`src/rtl/inst_fetch_queue.sv`:
```
// Instruction queue between IF and ID: a DEPTH-entry circular buffer holding
// {pc, inst, exception info}, with a valid/ready handshake on both sides and a redirect flush.
module inst_fetch_queue #(
  parameter int DEPTH = 4,
  parameter int PTR_W = 2
) (
  input  logic              clk,
  input  logic              rst,
  input  logic              flush,
  input  logic              in_valid,
  output logic              in_ready,
  input  logic [31:0]       in_pc,
  input  logic [31:0]       inst_sram_rdata,
  input  logic              in_exc,
  input  logic [5:0]        in_ecode,
  input  logic [8:0]        in_esubcode,
  output logic              out_valid,
  input  logic              out_ready,
  output logic [31:0]       out_pc,
  output logic [31:0]       out_inst,
  output logic              out_exc,
  output logic [5:0]        out_ecode,
  output logic [8:0]        out_esubcode,
  output logic [PTR_W:0]    count
);

  typedef struct packed {
    logic [31:0] pc;
    logic [31:0] inst;
    logic        exc;
    logic [5:0]  ecode;
    logic [8:0]  esubcode;
  } entry_t;

  localparam logic [PTR_W:0] FULL = (PTR_W + 1)'(DEPTH);

  entry_t           mem [DEPTH];
  logic [PTR_W-1:0] wr_ptr;
  logic [PTR_W-1:0] rd_ptr;
  logic             push;
  logic             pop;
  entry_t           wr_entry;
  entry_t           head;

  // in_ready depends only on registered occupancy and flush, never on out_ready.
  assign in_ready  = (count != FULL) && !flush;
  assign out_valid = (count != '0);
  assign push      = in_valid && in_ready;
  assign pop       = out_valid && out_ready && !flush;

  always_comb begin
    wr_entry          = '0;
    wr_entry.pc       = in_pc;
    // A faulting fetch never carries SRAM data downstream.
    wr_entry.inst     = in_exc ? 32'h0 : inst_sram_rdata;
    wr_entry.exc      = in_exc;
    wr_entry.ecode    = in_ecode;
    wr_entry.esubcode = in_esubcode;
  end

  // NOTE: the storage array has no reset; only pointers and count define validity,
  // so resetting the entries would add logic without changing behaviour.
  always_ff @(posedge clk) begin
    if (push) mem[wr_ptr] <= wr_entry;
  end

  // NOTE: sequential state uses non-blocking assignments so every register samples
  // pre-edge values regardless of statement order.
  always_ff @(posedge clk or negedge rst) begin
    if (!rst) begin
      wr_ptr <= '0;
      rd_ptr <= '0;
      count  <= '0;
    end else if (flush) begin
      wr_ptr <= '0;
      rd_ptr <= '0;
      count  <= '0;
    end else begin
      if (push) wr_ptr <= wr_ptr + PTR_W'(1);
      if (pop)  rd_ptr <= rd_ptr + PTR_W'(1);
      case ({push, pop})
        2'b10:   count <= count + (PTR_W + 1)'(1);
        2'b01:   count <= count - (PTR_W + 1)'(1);
        default: count <= count;
      endcase
    end
  end

  assign head         = mem[rd_ptr];
  assign out_pc       = head.pc;
  assign out_inst     = head.inst;
  assign out_exc      = head.exc;
  assign out_ecode    = head.ecode;
  assign out_esubcode = head.esubcode;

endmodule

```
`config.mk`:
```
export PLATFORM = sky130hd
export DESIGN_NAME = inst_fetch_queue
export DESIGN_NICKNAME = d
export VERILOG_FILES = /design/src/rtl/inst_fetch_queue.sv
export SDC_FILE = /design/constraint.sdc
export NUM_CORES = 1
export LEC_CHECK = 0
export CAP_MARGIN = 20
export CORE_UTILIZATION = 55
export CTS_BUF_LIST = sky130_fd_sc_hd__clkbuf_8
export DETAILED_ROUTE_END_ITERATION = 8
export PLACE_DENSITY = 0.77
export RECOVER_POWER = 25
export SLEW_MARGIN = 25
export SYNTH_ARGS = -nofsm -noshare
export SYNTH_HDL_FRONTEND = slang
export SYNTH_SLANG_ARGS = --single-unit
```
`constraint.sdc`:
```
create_clock -name clk -period 3.8 [get_ports clk]
set_input_delay 0.38 -clock clk [delete_from_list [all_inputs] [get_ports clk]]
set_output_delay 0.38 -clock clk [all_outputs]
set_load 0.05 [all_outputs]
```
---- After elaboration in Yosys (flattened, before gate mapping) ----
Memory sizes are Yosys's and may differ from the RTL's.
Index checks and enable logic that the tools add are counted.
word-level totals
  output and inout port bits .............. 85
  memories kept ........................... 1
  bits in writable memories ............... 320
  bits of input ports ..................... 85
  logic and storage cells ................. 29
  register bits ........................... 7
operators by class
  equality and inequality tests ........... 3
  multiplexer cells ....................... 9
  reductions and logical operators ........ 9
  $add $sub $neg .......................... 4
memory list
  memory  words  width  rd ports  clocked after memory_dff  wr ports  RTL line  text
  mem     4      80     1         0                         1         37        entry_t mem [DEPTH];
operators by type and width
  cell                                                                   number
  32-bit two-way mux                                                     1
  2-bit two-way mux                                                      4
  3-bit case mux with 2 select lines                                     1
  3-bit nonzero test                                                     2
  2-bit by 1-bit adder with 2-bit output, second input constant          2
  1-bit logical AND                                                      4
  2-bit nonzero test                                                     2
  3-bit by 1-bit adder with 3-bit output, second input constant          1
  3-bit two-way mux                                                      1
  3-bit inequality test, second input constant                           1
  3-bit by 1-bit subtractor with 3-bit output, second input constant     1
  2-bit by 1-bit equality test with 1-bit output, second input constant  1
  2-bit equality test, second input constant                             1
  1-bit two-way mux                                                      2
  1-bit logical NOT                                                      1

---- Logic depth before layout (Yosys ltp) ----
  word-level depth ........................ 6
  depth in mapped cells ................... 7

---- Worst setup path after synthesis ----
Ideal clock, no wire load.
  path type ............................... flip-flop to flip-flop
  from .................................... register count[1]
  to ...................................... memory mem[1][0] (netlist bit) (enable)
  library setup time ...................... 0.447 ns
  data required time ...................... 3.353 ns
  period minus slack after synthesis ...... 3.620 ns
  path slack .............................. 0.180 ns
  path buffers ............................ 0
  arrival time ............................ 3.172 ns
  cell stages (with the launch flop) ...... 4
  path through ............................ dfrtp_1 nor2_2 a211oi_4 and2_1
between the ends
  word-level cells in the longest chain between the ends .. 5
ends and longest elaborated chain
  element                                  RTL line  text
  from (decl)                              24        output logic [PTR_W:0] count
  from (signal assigned)                   82        2'b10: count <= count + (PTR_W + 1)'(1);
  from (signal assigned)                   83        2'b01: count <= count - (PTR_W + 1)'(1);
  from (signal assigned)                   84        default: count <= count;
  3-bit inequality test                    46        assign in_ready = (count != FULL) && !flush;
  1-bit logical AND                        46
  1-bit logical AND                        48        assign push = in_valid && in_ready;
  1-bit two-way mux                        64        if (push) mem[wr_ptr] <= wr_entry;
  1-bit two-way mux (implied by the code)  64
  to (decl)                                37
No other way between the ends.

---- Worst setup path after layout ----
  from .................................... register rd_ptr[0]
  to ...................................... output out_inst[5]
between the ends
  word-level cells in the longest chain between the ends .. 1
ends and longest elaborated chain
  element                 RTL line  text
  from (decl)             39        logic [PTR_W-1:0] rd_ptr;
  from (signal assigned)  80        if (pop) rd_ptr <= rd_ptr + PTR_W'(1);
  memory read 4 x 80 bit  n/a
  to (decl)               20        output logic [31:0] out_inst,
No other way between the ends.

==> metrics <==
Inserted Clock Buffers=slightly above 50; WL/cell=between 20 and 25 um; Port Buffers=169; post-synthesis cell count=about 500; RR Startpoint=count[0]$_DFFE_PN0P_; P_int=a little under 0.007 W; power density over cell area=around 670 nW/um2; top cells by count, synth=edfxtp_1 (320), mux4_2 (80), nor2b_1 (33), buf_2 (10), clkbuf_1 (10); Netlist Area Pre-Place=~12000 um2; Synth top area share=0.786; post-synth cell types=33; Crit path largest cell delay=0.73 ns; die width=roughly 150 um; clock latency on the worst-skew pair=approximately 0.56 ns; RSZ-0062 raised after global routing=false; critical path required time=3.42 ns; Final Cycle Share=0.879; Cell Chain, Critical Path=buf_12 > mux4_2 > clkdlybuf4s50_1; Die Ht=151 um; final setup margin=0.462 ns; area of the core=approximately 22000 um2; initial drt markers=294; Lkg Pwr=4.92 nW; Hold Violations, Final=0; share of cells above drive strength 1=0.215; gr ovfl total=0; combinational power share=0.318; global-route wire length before repair=around 33000 um; number of global-route vias before repair=6159; Total GRT Usage=0.199; switching power share of the total=0.331; FILL cells=~1300; post-DR vias/cell=around 5.6; Fin Clk Skew=between 0.03 and 0.04 ns; Seq/Total Area, Yosys=0.800; leading area contributor after synthesis=edfxtp_1; WP data arrival=approximately 3.0 ns; Worst-path clk slew=around 0.06 ns; Flop pwr share=0.426; worst slew pin tran=0.600 ns; final net count=806; initial antenna violation count=4; number of flops mapped to enable cells by yosys=between 300 and 400; Initial Util=0.560; Site Rows=54; r2r setup slk=around 1.5 ns; RR Endpoint=mem[1][46]$_DFFE_PP_; post-synthesis async set-or-reset flop share=0.0214; FF+latch count, synth=about 330; DRT Wirelength=around 22000 um; Final ANT Viol Nets=0; Slew headroom=0.600; Reg2Reg Depth=4; syn nets=about 600; worst vdd ir=slightly below 0.6 mV; Yosys Warn Count=0; post-route setup TNS=0 ns; crit path time final=about 3.3 ns; GP Congestion=0.725; post-CTS sizing=0; clk sink count=about 330; Syn-to-layout area delta=25.0%; Worst Path Class, Setup=reg2out; HPWL Detailed=approximately 13000 um; most used flip-flop cell after synthesis=edfxtp_1; Worst setup SP type=flip-flop; Crit-path slowest cell=dfrtp_4; largest net degree at the start of global routing=57; pre-CTS setup slack=0.959 ns; CP Capture Type=output port; Synth Area per Inst=between 20 and 25 um2; via count=about 5800; top-count cell post-synth=edfxtp_1; Synth area leaders=edfxtp_1 (79%), mux4_2 (15%), nor2b_1 (1.7%); Setup Viol. Count Final=0; hold buffer count at cts=0; Setup Fix Bufs, Post-CTS=0; worst hold-check path type=in2async; Root Driver=clkbuf_8; P_sw=between 0.003 and 0.004 W; max-cap viol count=0; max-slew violations=0; Clk pwr share=0.256; CTS tree=done; Max H-tree Level=2; worst-path fanout max=35; FMAX=300 MHz; Max Root-Sink Buffers=3; DIE AREA=22800 um2; DRT Pass-1 Iters=4; outcome=completed; DRC=0; I/O pin total=170
## stage by stage
stage,utilization,total power [W],cell area [um2],cells,hold WS [ns]
floorplan,-,0.00667,12200,506,0.0844
global placement,0.658,0.00768,14400,943,0.592
detailed placement,0.658,0.00772,14400,943,0.617
CTS,0.700,0.0103,15300,1039,0.0959
global route,0.700,0.0106,15300,1039,0.164
finish,0.700,0.0102,15300,1042,0.186
## cell usage in the layout, fill, tap and decap left out, types with 2 or more instances in the layout
cell	n
inv_1	19
diode_2	3
a21oi_1	3
xor2_1	2
buf_12	7
clkbuf_8	52
o21ai_0	2
clkdlybuf4s50_1	123
nor2_1	5
and2_4	4
mux4_2	80
clkinv_2	6
nor2b_1	33
nand2b_1	2
clkinv_1	20
buf_4	4
ha_1	4
edfxtp_1	320
dlygate4sd3_1	46
dfrtp_1	5
dfrtp_4	2
## sequential cells by signal, summed over array words and instances (netlist names)
signal / count
count: 3
mem: 320
rd_ptr: 2
wr_ptr: 2
## area by class of cell
type / instances / area, um2 / area share
Inverter: 4 / 15.0 / 0.000983
Multi-Input combinational cell: 152 / 2330 / 0.153
Clock inverter: 44 / 208 / 0.0136
Tap cell: 280 / 350 / 0.0229
Antenna cell: 3 / 7.51 / 0.000491
Sequential cell: 327 / 9790 / 0.641
Clock buffer: 52 / 716 / 0.0468
Timing Repair Buffer: 180 / 1860 / 0.122
## metal layers
metal	global-route usage	vias up	routed length, um
met3	0.0575	34	1520
li1	-	2554	-
met1	0.262	2977	9340
met4	0.0540	2	320
met5	0	-	13
met2	0.326	226	10900
## worst max-delay path, delay by kind of cell (launching register included)
family	cells	cell delay (ns)
buffers and inverters	2	1.07
muxes	1	0.58
DFF	1	0.73
## power by group through the flow
stage / Clock [W] / Sequential [W] / Combinational [W]
global placement: 0 / 0.00441 / 0.00326
detailed placement: 0 / 0.00443 / 0.00329
global route: 0.00282 / 0.00438 / 0.00339
CTS: 0.00268 / 0.00436 / 0.00330
floorplan: 0 / 0.00436 / 0.00231
finish: 0.00261 / 0.00435 / 0.00325
## worst max path at each step
stage | to | startpoint | depth (start not counted) | slack [ns]
finish | out_inst[5] | rd_ptr[0]$_DFFE_PN0P_ | 3 | 0.46
global route | out_inst[14] | rd_ptr[0]$_DFFE_PN0P_ | 3 | 0.30
CTS | out_ecode[5] | rd_ptr[0]$_DFFE_PN0P_ | 3 | 0.38
detailed placement | out_ecode[5] | rd_ptr[0]$_DFFE_PN0P_ | 3 | 0.96
global placement | out_pc[29] | rd_ptr[0]$_DFFE_PN0P_ | 3 | 1.0
floorplan | mem[1][0]$_DFFE_PP_ | count[1]$_DFFE_PN0P_ | 3 | 0.18
## cells by family after synthesis
logic type	synth area share
buffers and inverters	0.00993
DFF	0.800
AOI/OAI and AO/OA	0.00594
adders and majority gates	0.00573
muxes	0.149
and+or+nand+nor	0.0256
xor gates and xnor gates	0.00348
(Power assumes the default switching activity.)
